## src/rtl/dmem_port_arbiter.sv

```systemverilog
// Shares the single-ported data scratchpad between the load queue and the store buffer.
// Define DMEM_ARB_RR_EN to select round-robin arbitration instead of LQ priority with starvation.
module dmem_port_arbiter #(
  parameter int unsigned XLEN           = 32,
  parameter int unsigned STARVE_LIMIT   = 4,
  parameter int unsigned TIMEOUT_CYCLES = 16
) (
  input  logic            clk,
  input  logic            reset,
  input  logic            lq_req_valid,
  output logic            lq_req_ready,
  input  logic [XLEN-1:0] lq_addr,
  input  logic [1:0]      lq_size,
  output logic            lq_resp_valid,
  output logic [XLEN-1:0] lq_resp_data,
  output logic            lq_resp_error,
  input  logic            sb_req_valid,
  output logic            sb_req_ready,
  input  logic [XLEN-1:0] sb_addr,
  input  logic [XLEN-1:0] sb_wdata,
  input  logic [1:0]      sb_size,
  input  logic            sb_atomic,
  input  logic [XLEN-1:0] sb_cmp_val,
  output logic            sb_resp_valid,
  output logic [XLEN-1:0] sb_resp_data,
  output logic            sb_resp_error,
  output logic            mem_req,
  output logic            mem_we,
  output logic            mem_atomic,
  output logic [XLEN-1:0] mem_addr,
  output logic [XLEN-1:0] mem_wdata,
  output logic [XLEN-1:0] mem_cmp_val,
  output logic [1:0]      mem_size,
  input  logic            mem_ready,
  input  logic [XLEN-1:0] mem_rdata,
  input  logic            mem_error
);

  typedef enum logic [1:0] {StIdle, StIssue, StWait, StResp} state_e;

  localparam int unsigned TW = $clog2(TIMEOUT_CYCLES);
  localparam logic [TW-1:0] TmoLast = TW'(TIMEOUT_CYCLES - 1);

  state_e          state_q;
  logic            owner_sb_q;
  logic            we_q;
  logic            atomic_q;
  logic            mem_req_q;
  logic [XLEN-1:0] addr_q;
  logic [XLEN-1:0] wdata_q;
  logic [XLEN-1:0] cmp_q;
  logic [1:0]      size_q;
  logic [TW-1:0]   tmo_q;

  logic            lq_resp_valid_q;
  logic            lq_resp_error_q;
  logic [XLEN-1:0] lq_resp_data_q;
  logic            sb_resp_valid_q;
  logic            sb_resp_error_q;
  logic [XLEN-1:0] sb_resp_data_q;

  logic            sb_win;
  logic            idle;
  logic            resp_set;
  logic            resp_err;
  logic [XLEN-1:0] resp_dat;

`ifdef DMEM_ARB_RR_EN
  logic last_sb_q;

  // The port granted last time yields whenever the other one is waiting.
  assign sb_win = sb_req_valid && (!lq_req_valid || !last_sb_q);
`else
  localparam int unsigned SW = $clog2(STARVE_LIMIT + 1);
  localparam logic [SW-1:0] StarveMax = SW'(STARVE_LIMIT);

  logic [SW-1:0] starve_q;

  assign sb_win = sb_req_valid && (!lq_req_valid || (starve_q == StarveMax));
`endif

  assign idle         = (state_q == StIdle) && !reset;
  assign lq_req_ready = idle && lq_req_valid && !sb_win;
  assign sb_req_ready = idle && sb_win;

  assign mem_req     = mem_req_q;
  assign mem_we      = mem_req_q && we_q;
  assign mem_atomic  = mem_req_q && atomic_q;
  assign mem_addr    = addr_q;
  assign mem_wdata   = wdata_q;
  assign mem_cmp_val = cmp_q;
  assign mem_size    = size_q;

  assign lq_resp_valid = lq_resp_valid_q;
  assign lq_resp_data  = lq_resp_data_q;
  assign lq_resp_error = lq_resp_error_q;
  assign sb_resp_valid = sb_resp_valid_q;
  assign sb_resp_data  = sb_resp_data_q;
  assign sb_resp_error = sb_resp_error_q;

  // Response to be registered on the transition into StResp.
  always_comb begin
    resp_set = 1'b0;
    resp_err = 1'b0;
    resp_dat = '0;
    if (state_q == StIssue && mem_error) begin
      resp_set = 1'b1;
      resp_err = 1'b1;
    end else if (state_q == StWait) begin
      if (mem_ready) begin
        resp_set = 1'b1;
        // Plain stores return zero; loads and CAS return the old memory word.
        resp_dat = (owner_sb_q && !atomic_q) ? '0 : mem_rdata;
      end else if (tmo_q == TmoLast) begin
        resp_set = 1'b1;
        resp_err = 1'b1;
      end
    end
  end

  always_ff @(posedge clk or posedge reset) begin
    if (reset) begin
      state_q         <= StIdle;
      owner_sb_q      <= 1'b0;
      we_q            <= 1'b0;
      atomic_q        <= 1'b0;
      mem_req_q       <= 1'b0;
      addr_q          <= '0;
      wdata_q         <= '0;
      cmp_q           <= '0;
      size_q          <= '0;
      tmo_q           <= '0;
      lq_resp_valid_q <= 1'b0;
      lq_resp_error_q <= 1'b0;
      lq_resp_data_q  <= '0;
      sb_resp_valid_q <= 1'b0;
      sb_resp_error_q <= 1'b0;
      sb_resp_data_q  <= '0;
`ifdef DMEM_ARB_RR_EN
      last_sb_q       <= 1'b1;
`else
      starve_q        <= '0;
`endif
    end else begin
      mem_req_q       <= 1'b0;
      lq_resp_valid_q <= resp_set && !owner_sb_q;
      lq_resp_error_q <= resp_set && !owner_sb_q && resp_err;
      lq_resp_data_q  <= (resp_set && !owner_sb_q) ? resp_dat : '0;
      sb_resp_valid_q <= resp_set && owner_sb_q;
      sb_resp_error_q <= resp_set && owner_sb_q && resp_err;
      sb_resp_data_q  <= (resp_set && owner_sb_q) ? resp_dat : '0;

      case (state_q)
        StIdle: begin
          if (lq_req_ready || sb_req_ready) begin
            owner_sb_q <= sb_req_ready;
            addr_q     <= sb_req_ready ? sb_addr : lq_addr;
            size_q     <= sb_req_ready ? sb_size : lq_size;
            wdata_q    <= sb_req_ready ? sb_wdata : '0;
            cmp_q      <= sb_req_ready ? sb_cmp_val : '0;
            we_q       <= sb_req_ready && !sb_atomic;
            atomic_q   <= sb_req_ready && sb_atomic;
            mem_req_q  <= 1'b1;
            tmo_q      <= '0;
            state_q    <= StIssue;
`ifdef DMEM_ARB_RR_EN
            last_sb_q  <= sb_req_ready;
`else
            if (sb_req_ready) begin
              starve_q <= '0;
            end else if (sb_req_valid) begin
              starve_q <= starve_q + 1'b1;
            end
`endif
          end
        end
        StIssue: state_q <= mem_error ? StResp : StWait;
        StWait: begin
          if (resp_set) begin
            state_q <= StResp;
          end else begin
            tmo_q <= tmo_q + 1'b1;
          end
        end
        StResp:  state_q <= StIdle;
        default: state_q <= StIdle;
      endcase
    end
  end

endmodule

```

## config.mk

```make
export PLATFORM = sky130hd
export DESIGN_NAME = dmem_port_arbiter
export DESIGN_NICKNAME = d
export VERILOG_FILES = /design/src/rtl/dmem_port_arbiter.sv
export SDC_FILE = /design/constraint.sdc
export NUM_CORES = 1
export LEC_CHECK = 0
export ABC_CLOCK_PERIOD_IN_PS = 8250
export CAP_MARGIN = 15
export CORE_ASPECT_RATIO = 0.8
export CORE_MARGIN = 5
export CORE_UTILIZATION = 42
export CTS_BUF_LIST = sky130_fd_sc_hd__clkbuf_2
export DETAILED_ROUTE_END_ITERATION = 7
export HOLD_SLACK_MARGIN = 0.02
export PLACE_DENSITY_LB_ADDON = 0.3
export SLEW_MARGIN = 10
export SYNTH_ARGS = -nofsm -noshare
export SYNTH_HDL_FRONTEND = slang
export SYNTH_SLANG_ARGS = --single-unit
```

## constraint.sdc

```tcl
create_clock -name clk -period 8.25 [get_ports clk]
set_clock_uncertainty 0.15 [all_clocks]
set_input_delay 1.65 -clock clk [delete_from_list [all_inputs] [get_ports clk]]
set_output_delay 1.65 -clock clk [all_outputs]
set_load 0.02 [all_outputs]
```

---- Word-level counts from Yosys, hierarchy flattened ----
Index checks and enable logic that the tools add are counted.
word-level totals
  register bits after elaboration ......... 179
operators by class
  reductions and logical operators ........ 30
  multiplexer cells ....................... 28
  eq/ne operators ......................... 8
  add/sub/neg operators ................... 2
operators with widths
  operator                                        number
  2-to-1 mux 32 bit                               9
  logical AND 1 bit                               15
  2-to-1 mux 1 bit                                10
  2-to-1 mux 4 bit                                2
  case mux 2 bit (4 select lines)                 1
  case mux 4 bit (2 select lines)                 1
  zero test 1 bit                                 6
  2-to-1 mux 2 bit                                3
  2-to-1 mux 3 bit                                2
  AND reduction 3 bit                             2
  adder 4 x 1 -> 4 bit (second input constant)    1
  == test 2 bit (second input constant)           2
  == test 4 bit (second input constant)           1
  != test 2 bit (second input constant)           2
  AND reduction 2 bit                             2
  nonzero test 2 bit                              2
  adder 3 x 1 -> 3 bit (second input constant)    1
  == test 3 bit (second input constant)           1
  == test 2 x 1 -> 1 bit (second input constant)  1
  zero test 2 bit                                 1
  logical OR 1 bit                                2
  != test 2 x 1 -> 1 bit (second input constant)  1

---- Logic depth before layout (Yosys ltp) ----
  depth after elaboration ................. 8
  depth in mapped cells ................... 9
  gate-level depth less buffers ........... 6

---- Least setup slack after synthesis ----
Ideal clock, no wire load.
  path type ............................... input to register
  from .................................... input reset
  to ...................................... register mem_req_q, in the netlist mem_req
  stages .................................. 2
  path buffers ............................ 0
  arrival time ............................ 5,818 ps
  setup slack ............................. 2,198 ps
  setup time .............................. 84 ps
  path through ............................ inv_1 -> o211a_1
on the way
  word-level cells in the longest chain between the ends .. 7
ends and longest elaborated chain
  element                         RTL line  source
  start: declaration              9         input logic reset,
  zero test 1 bit (no line) (*)   -
  logical AND 1 bit (*)           82        assign idle = (state_q == StIdle) && !reset;
  logical AND 1 bit (2 in a row)  83        assign lq_req_ready = idle && lq_req_valid && !sb_win;
  logical OR 1 bit (*)            155       if (lq_req_ready || sb_req_ready) begin
  2-to-1 mux 1 bit (*)            155
  2-to-1 mux 1 bit (*)            153       case (state_q)
  end signal: assignment          127       mem_req_q <= 1'b0;
  end signal: assignment          145       mem_req_q <= 1'b0;
  end signal: assignment          163       mem_req_q <= 1'b1;
  end: declaration                48        logic mem_req_q;
Every way passes the cells marked *; elsewhere a longest branch is shown, timed or not.
A chain may end at the register's enable or synchronous reset.

---- Worst setup path in the final report ----
  from .................................... input reset
  to ...................................... output sb_req_ready
on the way
  word-level cells in the longest chain between the ends .. 3
ends and longest elaborated chain
  element                    RTL line  source
  zero test 1 bit (no line)  -
  logical AND 1 bit          82
  logical AND 1 bit          84        assign sb_req_ready = idle && sb_win;
  end: declaration           18        output logic sb_req_ready,
No other way between the ends.

==> out/metrics.cfg <==
[floorplanning]
die-area_sq_mm = 0.0195
io_pins = 342
die-width_um = 155
coreArea_sq_mm = 0.0165
initial_core_util_pct = 42.7
num_rows = 42
die_h_um = 126

[detailed_routing]
dr.pass1.iters = 5
vias = 5712
wire_per_inst_um = 17.1
drtAntennaViolNets = 0
drtIter0Drc = 366
route.detailed.drc = 0
detail_route.vias_per_cell = 4.71
postRouteWirelength_um = 20700

[cts]
clock_path_buffers = 2
clkTransAtPathRegs_ns = 0.24
cts.sinks = 179
htreeDepth = 4
post_cts_buffers = 0
cts_tree = built
insertion_delay_ns = 0.73
hold_buffers = 0
postCtsResizedCells = 0
cts_buffers = 17
root_buffer = clkbuf_2

[yosys]
avgSynthCellArea_sq_um = 10.8
synthFlopType = dfrtp_1
yosys_warnings = 0
syn_nets = 831
synth_most_common_cell = dfrtp_1
synth_top_area_share_pct = 63.6
synth-seq-cells = 179
synthCells = 653
syn_area_sq_mm = 0.00704
synth_edf_count = 0
yosysTopAreaCell = dfrtp_1
yosys-top-cells-area = dfrtp_1 (64%), nand2_1 (9.3%), and2_1 (6.0%)
synth.distinct_cells = 35
ys_top_cells_by_count = dfrtp_1 (179), nand2_1 (174), o21ai_0 (76)
async_flop_share_pct = 100
ys_seq_area_share_pct = 63.6

[placement]
port_buffers = 341
dp_cells = 1182
dp_slack_ns = 3.10
gp_congestion = 0.809
dp_hpwl_um = 15100
placedInstanceArea_sq_mm = 0.0106

[sta]
rsz0062_at_grt = false
timing.final.crit_share_pct = 62.1
finalHoldViolations = 0
fin_tns_setup_ns = 0
hold_ws_ns = 0.382
postLayoutSetupSlackWorst_ns = 3.13
worstMarginPinSlew_ns = 1.01
slew_violations = 0
setup-violations-final = 0
slew_headroom_pct = 32.6
period_needed_ns = 5.12
clock.fmax_ghz = 0.195

[finish]
nets = 1159
drive_gt1_share_pct = 4.53
n_antenna_cell = 0
final_core_util_pct = 66.0
design_area_sq_mm = 0.0109
syn_to_final_growth_pct = 54.6
fill_cells = 1308
instances_no_fill = 1213

[global_route]
groute.usage.overall_pct = 21.0
grt_remaining_overflow = 0
grt_first_pass_wirelength_um = 31700
first_global_vias = 5664
grt_max_degree = 105
antenna_found_initial = 0

[min_path]
min_from = mem_wdata[2]
min_path_type = flop to flop
min_to = mem_wdata[2]
hold_depth = 2

[flow_run]
cap_violations = 0

[critical_path]
rrSetupSlack_ns = 4.93
start_kind = input pin
crit_top_cell = clkdlybuf4s50_1
r2r-start = state_q[0]
slowest_delay_ns = 0.68
endpoint_kind = output port
reg2reg_to = mem_size[1]
crit_chain = clkdlybuf4s50_1 > nand3b_2 > a21oi_4 > clkdlybuf4s50_1
cp.required_ns = 6.45
cpMaxStageDelayCell = clkdlybuf4s50_1
crit_arrival_ns = 3.32
r2r_cells = 7
path_max_fanout = 4
path_class = input pin to output port

[status]
outcome = finished, final reports clean

[power]
p_leak_nw = 4.92
peakVddDrop_mv = 0.144
power_density_mw_per_mm2 = 290
power_mw = 3.15

registers in the layout (all words and copies together), names as in the netlist, 3 cells and up:
name	flops
sb_resp_data	32
lq_resp_data	32
starve_q	3
mem_cmp_val	32
mem_wdata	32
tmo_q	4
mem_addr	32
layout by cell type, fill, tap and decap left out, types with 7 or more instances in the layout:
master / synthesis / routed
and2_1: 68 / 68
buf_4: 1 / 7
clkbuf_2: 3 / 18
clkdlybuf4s50_1: 0 / 341
dfrtp_1: 179 / 179
ha_1: 7 / 7
inv_1: 9 / 8
mux2i_1: 35 / 35
nand2_1: 174 / 174
nor2_1: 8 / 8
o21ai_0: 76 / 76
o21ai_1: 24 / 24
how the worst max path moves through the flow:
stage,startpoint,end,cells past startpoint
after floorplan,reset,atomic_q,1
after global placement,reset,sb_req_ready,4
after detailed placement,reset,sb_req_ready,4
after CTS,reset,sb_req_ready,4
after global routing,reset,sb_req_ready,4
final,reset,sb_req_ready,4
routing by layer:
metal	global-route usage (%)	vias up	routed length, um	part of all wire, %
met2	34.7	227	10100	49
met5	0	-	0	0
li1	-	2782	-	-
met4	7.42	0	500	2.4
met3	10.0	29	2200	11
met1	24.1	2674	7910	38
critical path: cells and delay by family:
kind	cells	cell delay [ns]
compound gates	1	0.15
simple gates	1	0.33
buf+inv	2	1.20
logic make-up (layout without fill, tap and decap cells):
| logic type | count (synthesis) | in the layout | synth area share, % |
|---|---|---|---|
| multiplexers | 37 | 37 | 5.30 |
| XOR/XNOR | 1 | 1 | 0.124 |
| AO/OA/AOI/OAI | 117 | 117 | 9.07 |
| adder cells (fa/ha/maj) | 7 | 7 | 1.24 |
| AND/OR/NAND/NOR | 264 | 264 | 17.0 |
| flip-flops | 179 | 179 | 63.6 |
| buffers and inverters | 48 | 388 | 3.61 |
area by class of cell:
cell class              instances  area (sq um)  share of cell area, %
clock inverters                13           219                   2.01
well taps                     220           275                   2.53
repair buffers                348          3470                   31.8
inverters                       9          38.8                  0.356
clock buffers                  18          90.1                  0.828
flip-flops and latches        179          4480                   41.2
multi-input cells             426          2310                   21.3
where the power goes:
group          internal, mW  total (mW)  switching (mW)
logic                 0.638        1.34           0.704
registers              1.13        1.27           0.133
clock network         0.235       0.547           0.312
total                  2.01        3.15            1.15
Power figures use the tool's default switching activity.
